**config.mk**
```make
export PLATFORM = sky130hd
export DESIGN_NAME = mips_multicycle_ctrl
export DESIGN_NICKNAME = d
export VERILOG_FILES = /design/src/rtl/mips_pkg.sv /design/src/rtl/aludec.sv /design/src/rtl/mips_multicycle_ctrl.sv
export SDC_FILE = /design/constraint.sdc
export NUM_CORES = 1
export LEC_CHECK = 0
export BUFFER_PORTS_ARGS = -buffer_cell sky130_fd_sc_hd__buf_2
export CORE_MARGIN = 10
export CORE_UTILIZATION = 46
export DETAILED_ROUTE_END_ITERATION = 12
export GPL_TIMING_DRIVEN = 0
export PLACE_DENSITY = 0.79
export SLEW_MARGIN = 40
export SYNTH_ARGS = -nofsm -noshare
export SYNTH_HDL_FRONTEND = slang
export SYNTH_SLANG_ARGS = --single-unit
export TNS_END_PERCENT = 20
```
**constraint.sdc**
```tcl
create_clock -name clk -period 2.1 [get_ports clk]
set_input_delay 0.315 -clock clk [delete_from_list [all_inputs] [get_ports clk]]
set_output_delay 0.315 -clock clk [all_outputs]
set_load 0.02 [all_outputs]
```
**src/rtl/mips_pkg.sv**
```systemverilog
// Shared encodings for the multicycle MIPS controller: FSM states, opcodes,
// ALU operation classes and datapath mux select values.
package mips_pkg;

  typedef enum logic [3:0] {
    S_FETCH,
    S_DECODE,
    S_MEMADR,
    S_MEMRD,
    S_MEMWB,
    S_MEMWR,
    S_RTYPEEX,
    S_RTYPEWB,
    S_BRANCH,
    S_ADDIEX,
    S_ADDIWB,
    S_JEX,
    S_JREX,
    S_JALEX
  } state_e;

  localparam logic [5:0] OP_LW    = 6'b100011;
  localparam logic [5:0] OP_SW    = 6'b101011;
  localparam logic [5:0] OP_RTYPE = 6'b000000;
  localparam logic [5:0] OP_BEQ   = 6'b000100;
  localparam logic [5:0] OP_BNE   = 6'b000101;
  localparam logic [5:0] OP_ADDI  = 6'b001000;
  localparam logic [5:0] OP_J     = 6'b000010;
  localparam logic [5:0] OP_JAL   = 6'b000011;
  localparam logic [5:0] FN_JR    = 6'b001000;

  localparam logic [1:0] ALUOP_ADD   = 2'd0;
  localparam logic [1:0] ALUOP_SUB   = 2'd1;
  localparam logic [1:0] ALUOP_FUNCT = 2'd2;

  localparam logic [1:0] REGDST_RT = 2'd0;
  localparam logic [1:0] REGDST_RD = 2'd1;
  localparam logic [1:0] REGDST_RA = 2'd2;

  localparam logic [1:0] MEMTOREG_ALU = 2'd0;
  localparam logic [1:0] MEMTOREG_MDR = 2'd1;
  localparam logic [1:0] MEMTOREG_PC  = 2'd2;

  localparam logic [1:0] ALUB_B     = 2'd0;
  localparam logic [1:0] ALUB_FOUR  = 2'd1;
  localparam logic [1:0] ALUB_IMM   = 2'd2;
  localparam logic [1:0] ALUB_IMMSH = 2'd3;

  localparam logic [1:0] PCSRC_ALU    = 2'd0;
  localparam logic [1:0] PCSRC_ALUOUT = 2'd1;
  localparam logic [1:0] PCSRC_JUMP   = 2'd2;
  localparam logic [1:0] PCSRC_REG    = 2'd3;

endpackage

```
**src/rtl/aludec.sv**
```systemverilog
// ALU decoder: maps the controller's operation class and the R-type funct
// field onto the datapath ALU function code.
module aludec
  import mips_pkg::*;
(
  input  logic [1:0] aluop_i,
  input  logic [5:0] funct_i,
  output logic [2:0] alucontrol_o
);

  always_comb begin
    alucontrol_o = 3'b010;
    case (aluop_i)
      ALUOP_ADD: alucontrol_o = 3'b010;
      ALUOP_SUB: alucontrol_o = 3'b110;
      ALUOP_FUNCT: begin
        case (funct_i)
          6'b100000: alucontrol_o = 3'b010;
          6'b100010: alucontrol_o = 3'b110;
          6'b100100: alucontrol_o = 3'b000;
          6'b100101: alucontrol_o = 3'b001;
          6'b101010: alucontrol_o = 3'b111;
          default:   alucontrol_o = 3'b010;
        endcase
      end
      default: alucontrol_o = 3'b010;
    endcase
  end

endmodule

```
**src/rtl/mips_multicycle_ctrl.sv**
```systemverilog
// Multicycle MIPS control FSM sharing one memory port between instruction
// fetch and data access; memory states wait on a ready handshake.
module mips_multicycle_ctrl
  import mips_pkg::*;
#(
  parameter bit MEM_HANDSHAKE = 1'b1,
  parameter bit RESET_PC_HOLD = 1'b0
) (
  input  logic       clk,
  input  logic       reset,
  input  logic [5:0] op,
  input  logic [5:0] funct,
  input  logic       zeroNzero,
  input  logic       mem_ready,
  output logic       pcen,
  output logic       iord,
  output logic       memread,
  output logic       memwrite,
  output logic       irwrite,
  output logic [1:0] regdst,
  output logic [1:0] memtoreg,
  output logic       regwrite,
  output logic       alusrca,
  output logic [1:0] alusrcb,
  output logic [1:0] pcsrc,
  output logic [2:0] alucontrol,
  output logic       illegal_op,
  output logic       busy
);

  state_e     state_q, state_d;
  logic       first_fetch_q;
  logic       rdy;
  logic       pcwrite, branch_taken;
  logic       iord_c, memread_c, memwrite_c, irwrite_c, regwrite_c, alusrca_c;
  logic       illegal_c;
  logic [1:0] regdst_c, memtoreg_c, alusrcb_c, pcsrc_c, aluop_c;
  logic [2:0] alucontrol_c;

  assign rdy = MEM_HANDSHAKE ? mem_ready : 1'b1;

  always_ff @(posedge clk or negedge reset) begin
    if (!reset) begin
      state_q       <= S_FETCH;
      first_fetch_q <= 1'b1;
    end else begin
      state_q <= state_d;
      if (state_q == S_FETCH && rdy) first_fetch_q <= 1'b0;
    end
  end

  always_comb begin
    state_d      = state_q;
    pcwrite      = 1'b0;
    branch_taken = 1'b0;
    iord_c       = 1'b0;
    memread_c    = 1'b0;
    memwrite_c   = 1'b0;
    irwrite_c    = 1'b0;
    regdst_c     = REGDST_RT;
    memtoreg_c   = MEMTOREG_ALU;
    regwrite_c   = 1'b0;
    alusrca_c    = 1'b0;
    alusrcb_c    = ALUB_B;
    pcsrc_c      = PCSRC_ALU;
    aluop_c      = ALUOP_ADD;
    illegal_c    = 1'b0;
    case (state_q)
      S_FETCH: begin
        memread_c = 1'b1;
        alusrcb_c = ALUB_FOUR;
        if (rdy) begin
          irwrite_c = 1'b1;
          pcwrite   = !(RESET_PC_HOLD && first_fetch_q);
          state_d   = S_DECODE;
        end
      end
      S_DECODE: begin
        // Branch target is precomputed into ALUOut while the opcode decodes.
        alusrcb_c = ALUB_IMMSH;
        case (op)
          OP_LW, OP_SW:   state_d = S_MEMADR;
          OP_RTYPE:       state_d = (funct == FN_JR) ? S_JREX : S_RTYPEEX;
          OP_BEQ, OP_BNE: state_d = S_BRANCH;
          OP_ADDI:        state_d = S_ADDIEX;
          OP_J:           state_d = S_JEX;
          OP_JAL:         state_d = S_JALEX;
          default: begin
            state_d   = S_FETCH;
            illegal_c = 1'b1;
          end
        endcase
      end
      S_MEMADR: begin
        alusrca_c = 1'b1;
        alusrcb_c = ALUB_IMM;
        state_d   = (op == OP_SW) ? S_MEMWR : S_MEMRD;
      end
      S_MEMRD: begin
        iord_c    = 1'b1;
        memread_c = 1'b1;
        if (rdy) state_d = S_MEMWB;
      end
      S_MEMWB: begin
        memtoreg_c = MEMTOREG_MDR;
        regwrite_c = 1'b1;
        state_d    = S_FETCH;
      end
      S_MEMWR: begin
        iord_c     = 1'b1;
        memwrite_c = 1'b1;
        if (rdy) state_d = S_FETCH;
      end
      S_RTYPEEX: begin
        alusrca_c = 1'b1;
        aluop_c   = ALUOP_FUNCT;
        state_d   = S_RTYPEWB;
      end
      S_RTYPEWB: begin
        regdst_c   = REGDST_RD;
        regwrite_c = 1'b1;
        state_d    = S_FETCH;
      end
      S_BRANCH: begin
        alusrca_c    = 1'b1;
        aluop_c      = ALUOP_SUB;
        pcsrc_c      = PCSRC_ALUOUT;
        branch_taken = ((op == OP_BEQ) && zeroNzero) || ((op == OP_BNE) && !zeroNzero);
        state_d      = S_FETCH;
      end
      S_ADDIEX: begin
        alusrca_c = 1'b1;
        alusrcb_c = ALUB_IMM;
        state_d   = S_ADDIWB;
      end
      S_ADDIWB: begin
        regwrite_c = 1'b1;
        state_d    = S_FETCH;
      end
      S_JEX: begin
        pcsrc_c = PCSRC_JUMP;
        pcwrite = 1'b1;
        state_d = S_FETCH;
      end
      S_JREX: begin
        pcsrc_c = PCSRC_REG;
        pcwrite = 1'b1;
        state_d = S_FETCH;
      end
      S_JALEX: begin
        // PC already holds PC+4, so $31 receives the return address.
        pcsrc_c    = PCSRC_JUMP;
        pcwrite    = 1'b1;
        regdst_c   = REGDST_RA;
        memtoreg_c = MEMTOREG_PC;
        regwrite_c = 1'b1;
        state_d    = S_FETCH;
      end
      default: state_d = S_FETCH;
    endcase
  end

  aludec u_aludec (
    .aluop_i      (aluop_c),
    .funct_i      (funct),
    .alucontrol_o (alucontrol_c)
  );

  // Reset gates every output combinationally so a pending write drops at once.
  assign pcen       = reset & (pcwrite | branch_taken);
  assign iord       = reset & iord_c;
  assign memread    = reset & memread_c;
  assign memwrite   = reset & memwrite_c;
  assign irwrite    = reset & irwrite_c;
  assign regdst     = reset ? regdst_c : 2'b00;
  assign memtoreg   = reset ? memtoreg_c : 2'b00;
  assign regwrite   = reset & regwrite_c;
  assign alusrca    = reset & alusrca_c;
  assign alusrcb    = reset ? alusrcb_c : 2'b00;
  assign pcsrc      = reset ? pcsrc_c : 2'b00;
  assign alucontrol = reset ? alucontrol_c : 3'b000;
  assign illegal_op = reset & illegal_c;
  assign busy       = reset & (state_q != S_FETCH);

endmodule

```
[Yosys cells after proc, flatten, opt, wreduce, memory -nomap -nowiden]
Index checks and enable logic that the tools add are counted.
Cells by class
  eq/ne operators: 30
  mux-type cells: 30
  bitwise operators: 10
  reduce and logical (&&, ||, !) cells: 18
Operators by type and width (count)
  equality test 6 bit, second input constant: 6
  one-hot mux 4 bit (7 select lines): 1
  equality test 4 bit, second input constant: 6
  one-hot mux 4 bit (6 select lines): 1
  equality test 4 x 3 -> 1 bit, second input constant: 4
  2-to-1 mux 4 bit: 4
  equality test 6 x 2 -> 1 bit, second input constant: 2
  equality test 6 x 3 -> 1 bit, second input constant: 2
  equality test 6 x 4 -> 1 bit, second input constant: 2
  one-hot mux 2 bit (2 select lines): 3
  one-hot mux 2 bit (3 select lines): 2
  one-hot mux 3 bit (4 select lines): 1
  OR reduction 2 bit: 6
  2-to-1 mux 1 bit: 10
  bitwise AND 1 bit: 9
  equality test 4 x 2 -> 1 bit, second input constant: 2
  2-to-1 mux 2 bit: 4
  OR reduction 4 bit: 2
  OR reduction 8 bit: 1
  logical NOT 6 bit: 1
  2-to-1 mux 3 bit: 2
  != test 2 bit, second input constant: 3
  one-hot mux 3 bit (2 select lines): 1
  equality test 4 x 1 -> 1 bit, second input constant: 1
  11 further kinds: 12
Word-level totals
  register bits after elaboration: 4
  input bits: 16
  output and inout port bits: 20
  word-level logic and storage cells: 89

[Depth between registers and ports, before layout]
  depth in word-level cells: 6
  depth in mapped cells: 7

[Cells and area by module]
From an unflattened synthesis, not the netlist that was laid out.
Unflattened totals
  cell total of the unflattened synthesis: 118
  area, all modules: 807.0 um^2
By module, submodules not included
  mips_multicycle_ctrl: instances 1, cells each 103, area an instance 688.2 um^2, sequential area each 100.1 um^2
  aludec: instances 1, cells each 15, area an instance 118.9 um^2, sequential area each 0.0 um^2

[Worst setup path after synthesis]
OpenSTA, ideal clock, no wires.
  path type: reg-to-output
  start point: reg state_q[0]
  end point: out alucontrol[0]
  arrival time: 1898 ps
  data required time: 1785 ps
  path slack: -113 ps
  stages on the path, launching flop included: 5
  buffers on the path: 1
  path through: dfrtp_1 > buf_4 > nor4b_2 > ha_1 > nor4bb_1
Between the ends
  cells in the longest elaborated chain, start to end: 5
  elaborated cells on any way between the ends: 7
RTL lines
  from (decl): RTL line mips_multicycle_ctrl.sv:31  | state_e state_q, state_d;
  from (signal assigned): RTL line mips_multicycle_ctrl.sv:47  | state_q <= state_d;
  equality test 4 bit / equality test 4 x 3 -> 1 bit (equally long branches): RTL line mips_multicycle_ctrl.sv:68  | case (state_q)
  one-hot mux 2 bit (2 select lines) (*): RTL line mips_multicycle_ctrl.sv:68
  equality test 2 bit / equality test 2 x 1 -> 1 bit (equally long branches): RTL line aludec.sv:13  | case (aluop_i)
  one-hot mux 3 bit (2 select lines) (*): RTL line aludec.sv:13
  2-to-1 mux 3 bit (*): RTL line mips_multicycle_ctrl.sv:181  | assign alucontrol = reset ? alucontrol_c : 3'b000;
  to (decl): RTL line mips_multicycle_ctrl.sv:26  | output logic [2:0] alucontrol,
Mark *: on every way between the ends. The rest lies on a longest branch, timed or not.

[Worst setup path after layout]
Same ends and word-level chain as after synthesis.

==> results.py <==
metrics = {
    "grt": {
        "antenna_found_initial": 0,
        "grt_max_degree": 11,
        "track_usage_pct": 14.4,
        "grt_first_pass_wirelength_um": 4170,
        "grt_pass1_vias": 918,
        "globalRouteOverflowTotal": 0,
    },
    "finish": {
        "syn2layout_area_growth_pct": 42.0,
        "largest_register_ffs": 4,
        "final_cell_area_um2": 1130,
        "fin_util_pct": 71.7,
        "multi_input_area_um2": 691,
        "stdcell_count": 173,
        "nFillCells": 134,
        "register_area_um2": 100,
        "largest_registers": "state_q x4",
        "nets": 177,
        "num_antenna_cells": 0,
        "drive_gt1_share_pct": 40.8,
        "largest_register": "state_q",
    },
    "floorplanning": {
        "coreArea_um2": 1580,
        "dieArea_um2": 3790,
        "rows": 14,
        "io-pin-count": 36,
        "initial_core_util_pct": 50.5,
        "die_w_um": 61.6,
        "die-height_um": 61.6,
    },
    "detailed_routing": {
        "detailroute.via_count": 1025,
        "drt_wl_total_um": 2760,
        "wl_per_cell_um": 15.9,
        "drt_first_pass_iters": 4,
        "avgViaCountPerCell": 5.92,
        "drc_errors": 0,
        "drt-initial-drc-count": 34,
        "ant_nets": 0,
    },
    "critical_path": {
        "crit_path_cell_trace": "buf_6, nor4b_4, ha_4, nor4bb_4, buf_4",
        "endpoint_kind": "primary output",
        "path_class": "reg2out",
        "cp_top_family": "simple AND/OR/NAND/NOR gates",
        "worst_path_largest_cell_delay_ns": 0.41,
        "crit_arrival_ns": 1.89,
        "crit_buf_inv": 2,
        "slowest_stage": "dfrtp_1",
        "required_ns": 1.78,
        "rr_startpoint": "state_q[0]$_DFFE_PN0P_",
        "worstSetupStartpointType": "flop",
        "startpoint": "state_q[0]$_DFFE_PN0P_",
        "worst-path-max-fanout": 3,
    },
    "sta": {
        "slew_viol_final": 0,
        "fmax_mhz": 454,
        "fin_worst_skew_ns": 0.00799,
        "timing.setup.tns_ns": -0.235,
        "hold_violations": 0,
        "layout_min_cycle_time_ns": 2.20,
        "fin_crit_sh_pct": 105,
        "setup_ws_ns": -0.102,
        "slew-limit-headroom_pct": 74.4,
        "tightest_slew_ns": 0.379,
        "rsz0062_at_grt": "true",
        "setup-violations-final": 4,
    },
    "logic_synthesis": {
        "yosysSeqAreaShare_pct": 12.6,
        "synth_most_common_cell": "nor2_1",
        "syn-cell-area_um2": 796,
        "synth_edf_count": 0,
        "synth.largest_area_cell": "dfrtp_1",
        "synth_ff_type": "dfrtp_1",
        "synthTopCellsByArea": "dfrtp_1 13%, nor2_1 8.5%, nor2b_1 6.3%",
        "ys_types": 43,
        "synth_top_area_share_pct": 12.6,
        "ys_async_sr_fraction_pct": 100,
        "syn_inst": 116,
        "synth.ff_latch_count": 4,
        "yosys_warnings": 0,
        "syn_nets": 134,
        "synth_common_cells": "18 x nor2_1, 8 x nor2b_1, 7 x nand2_1, 7 x nand3_1, 6 x and3_1",
        "synth_area_per_cell_um2": 6.86,
    },
    "power": {
        "power.density_nw_per_um2": 1070,
        "cellLeakagePower_nw": 0.555,
        "ir_worst_vdd_uv": 654,
        "finalPower_w": 0.00120,
    },
    "run_status": {
        "status": "finished, violations left",
        "violations": "setup timing",
    },
    "clocking": {
        "h-tree-depth": 1,
        "cts_tree": "done",
        "ctsRootBufferMaster": "clkbuf_4",
        "cts_inserted_buffers": 3,
        "clk_path_buf_depth": 2,
        "clkLatencyLatePin_ns": 0.24,
        "cts_sinks": 4,
        "clk_pin_slew_ns": 0.04,
    },
    "run": {
        "drv_cap": 0,
    },
    "placed_design": {
        "post_dp_cell_area_um2": 982,
        "dp.final_hpwl_um": 2010,
        "dp_cells": 164,
        "gp_congestion": 0.893,
        "portBuffers": 32,
    },
    "hold_path": {
        "hold_path_startpoint": "op[4]",
        "min_path_type": "in2reg",
    },
}
## final cells by class
class                           count  area share, %
Sequential cell                     4           8.86
Tap cell                           16           1.77
Buffer                             10           5.87
Clock buffer                        3           1.99
Multi-Input combinational cell     98           61.1
Inverter                            4           1.33
Timing Repair Buffer               38           19.0
## report_power, final
group	internal, W	leakage [nW]	total [W]	switching, W
logic	0.000387	0.488	0.000946	0.000559
registers	0.000110	0.0529	0.000158	0.0000477
clock network	0.0000642	0.0138	0.0000998	0.0000356
total	0.000562	0.555	0.00120	0.000642
## final timing paths
path | end | slack (ns) | cells after the start
setup / recovery | alucontrol[0] | -0.10 | 5
hold / removal | state_q[3]$_DFFE_PN0P_ | 0.43 | 4
setup reg to reg | state_q[2]$_DFFE_PN0P_ | 0.62 | 6
hold reg to reg | state_q[1]$_DFFE_PN0P_ | 0.73 | 4
max in group asynchronous | state_q[2]$_DFFE_PN0P_ | 1.38 | 2
min in group asynchronous | state_q[1]$_DFFE_PN0P_ | 0.53 | 2
## per-stage QoR
step | setup slack, ns | hold slack, ns
finish | -0.102 | 0.432
global route | -0.173 | 0.458
CTS | -0.102 | 0.428
detailed placement | -0.0540 | 0.153
global placement | -0.0293 | 0.156
floorplan | 0.0573 | 0.0194
## logic make-up (layout without fill, tap and decap cells)
group,after synthesis,in the layout,share of synthesized area [%]
DFF,4,4,12.6
xor gates and xnor gates,3,3,3.30
adders and majority gates,2,2,3.14
and+or+nand+nor,67,67,48.0
buffers and inverters,14,55,8.80
AOI/OAI and AO/OA,23,23,20.3
muxes,3,3,3.93
## what timing repair did
item,CTS,global route
hold buffers,1,0
resized for setup,5,15
gates cloned,0,0
endpoints found under the hold margin,4,0
pin swaps,3,5
endpoints found under the setup margin,3,5
buffers inserted,3,2
## per-layer routing
metal	vias up	routed length [µm]	track usage (%)
met4	0	49	9.87
met3	6	241	3.29
met5	-	0	0
met2	53	1400	22.7
met1	467	1070	16.9
li1	499	-	-
## worst min-delay path: stages
cell and delay (ns):
buf_2 0.11, nor2_1 0.04, nand3_1 0.08, a211oi_1 0.07
## layout by cell type (no fill, tap or decap), types with 2 or more instances in the layout
master,netlist,final
nand2_1,7,6
o21ai_0,5,5
nor2_1,18,18
xnor2_1,2,2
nor3b_1,5,4
nor3_1,5,5
clkbuf_4,0,3
and3_1,6,6
buf_6,0,2
mux2i_1,2,2
buf_2,5,33
nand3_1,7,7
a21oi_1,4,4
inv_1,4,3
buf_4,3,10
nor2b_1,8,7
dfrtp_1,4,4
ha_4,0,2
(Power assumes the default switching activity.)
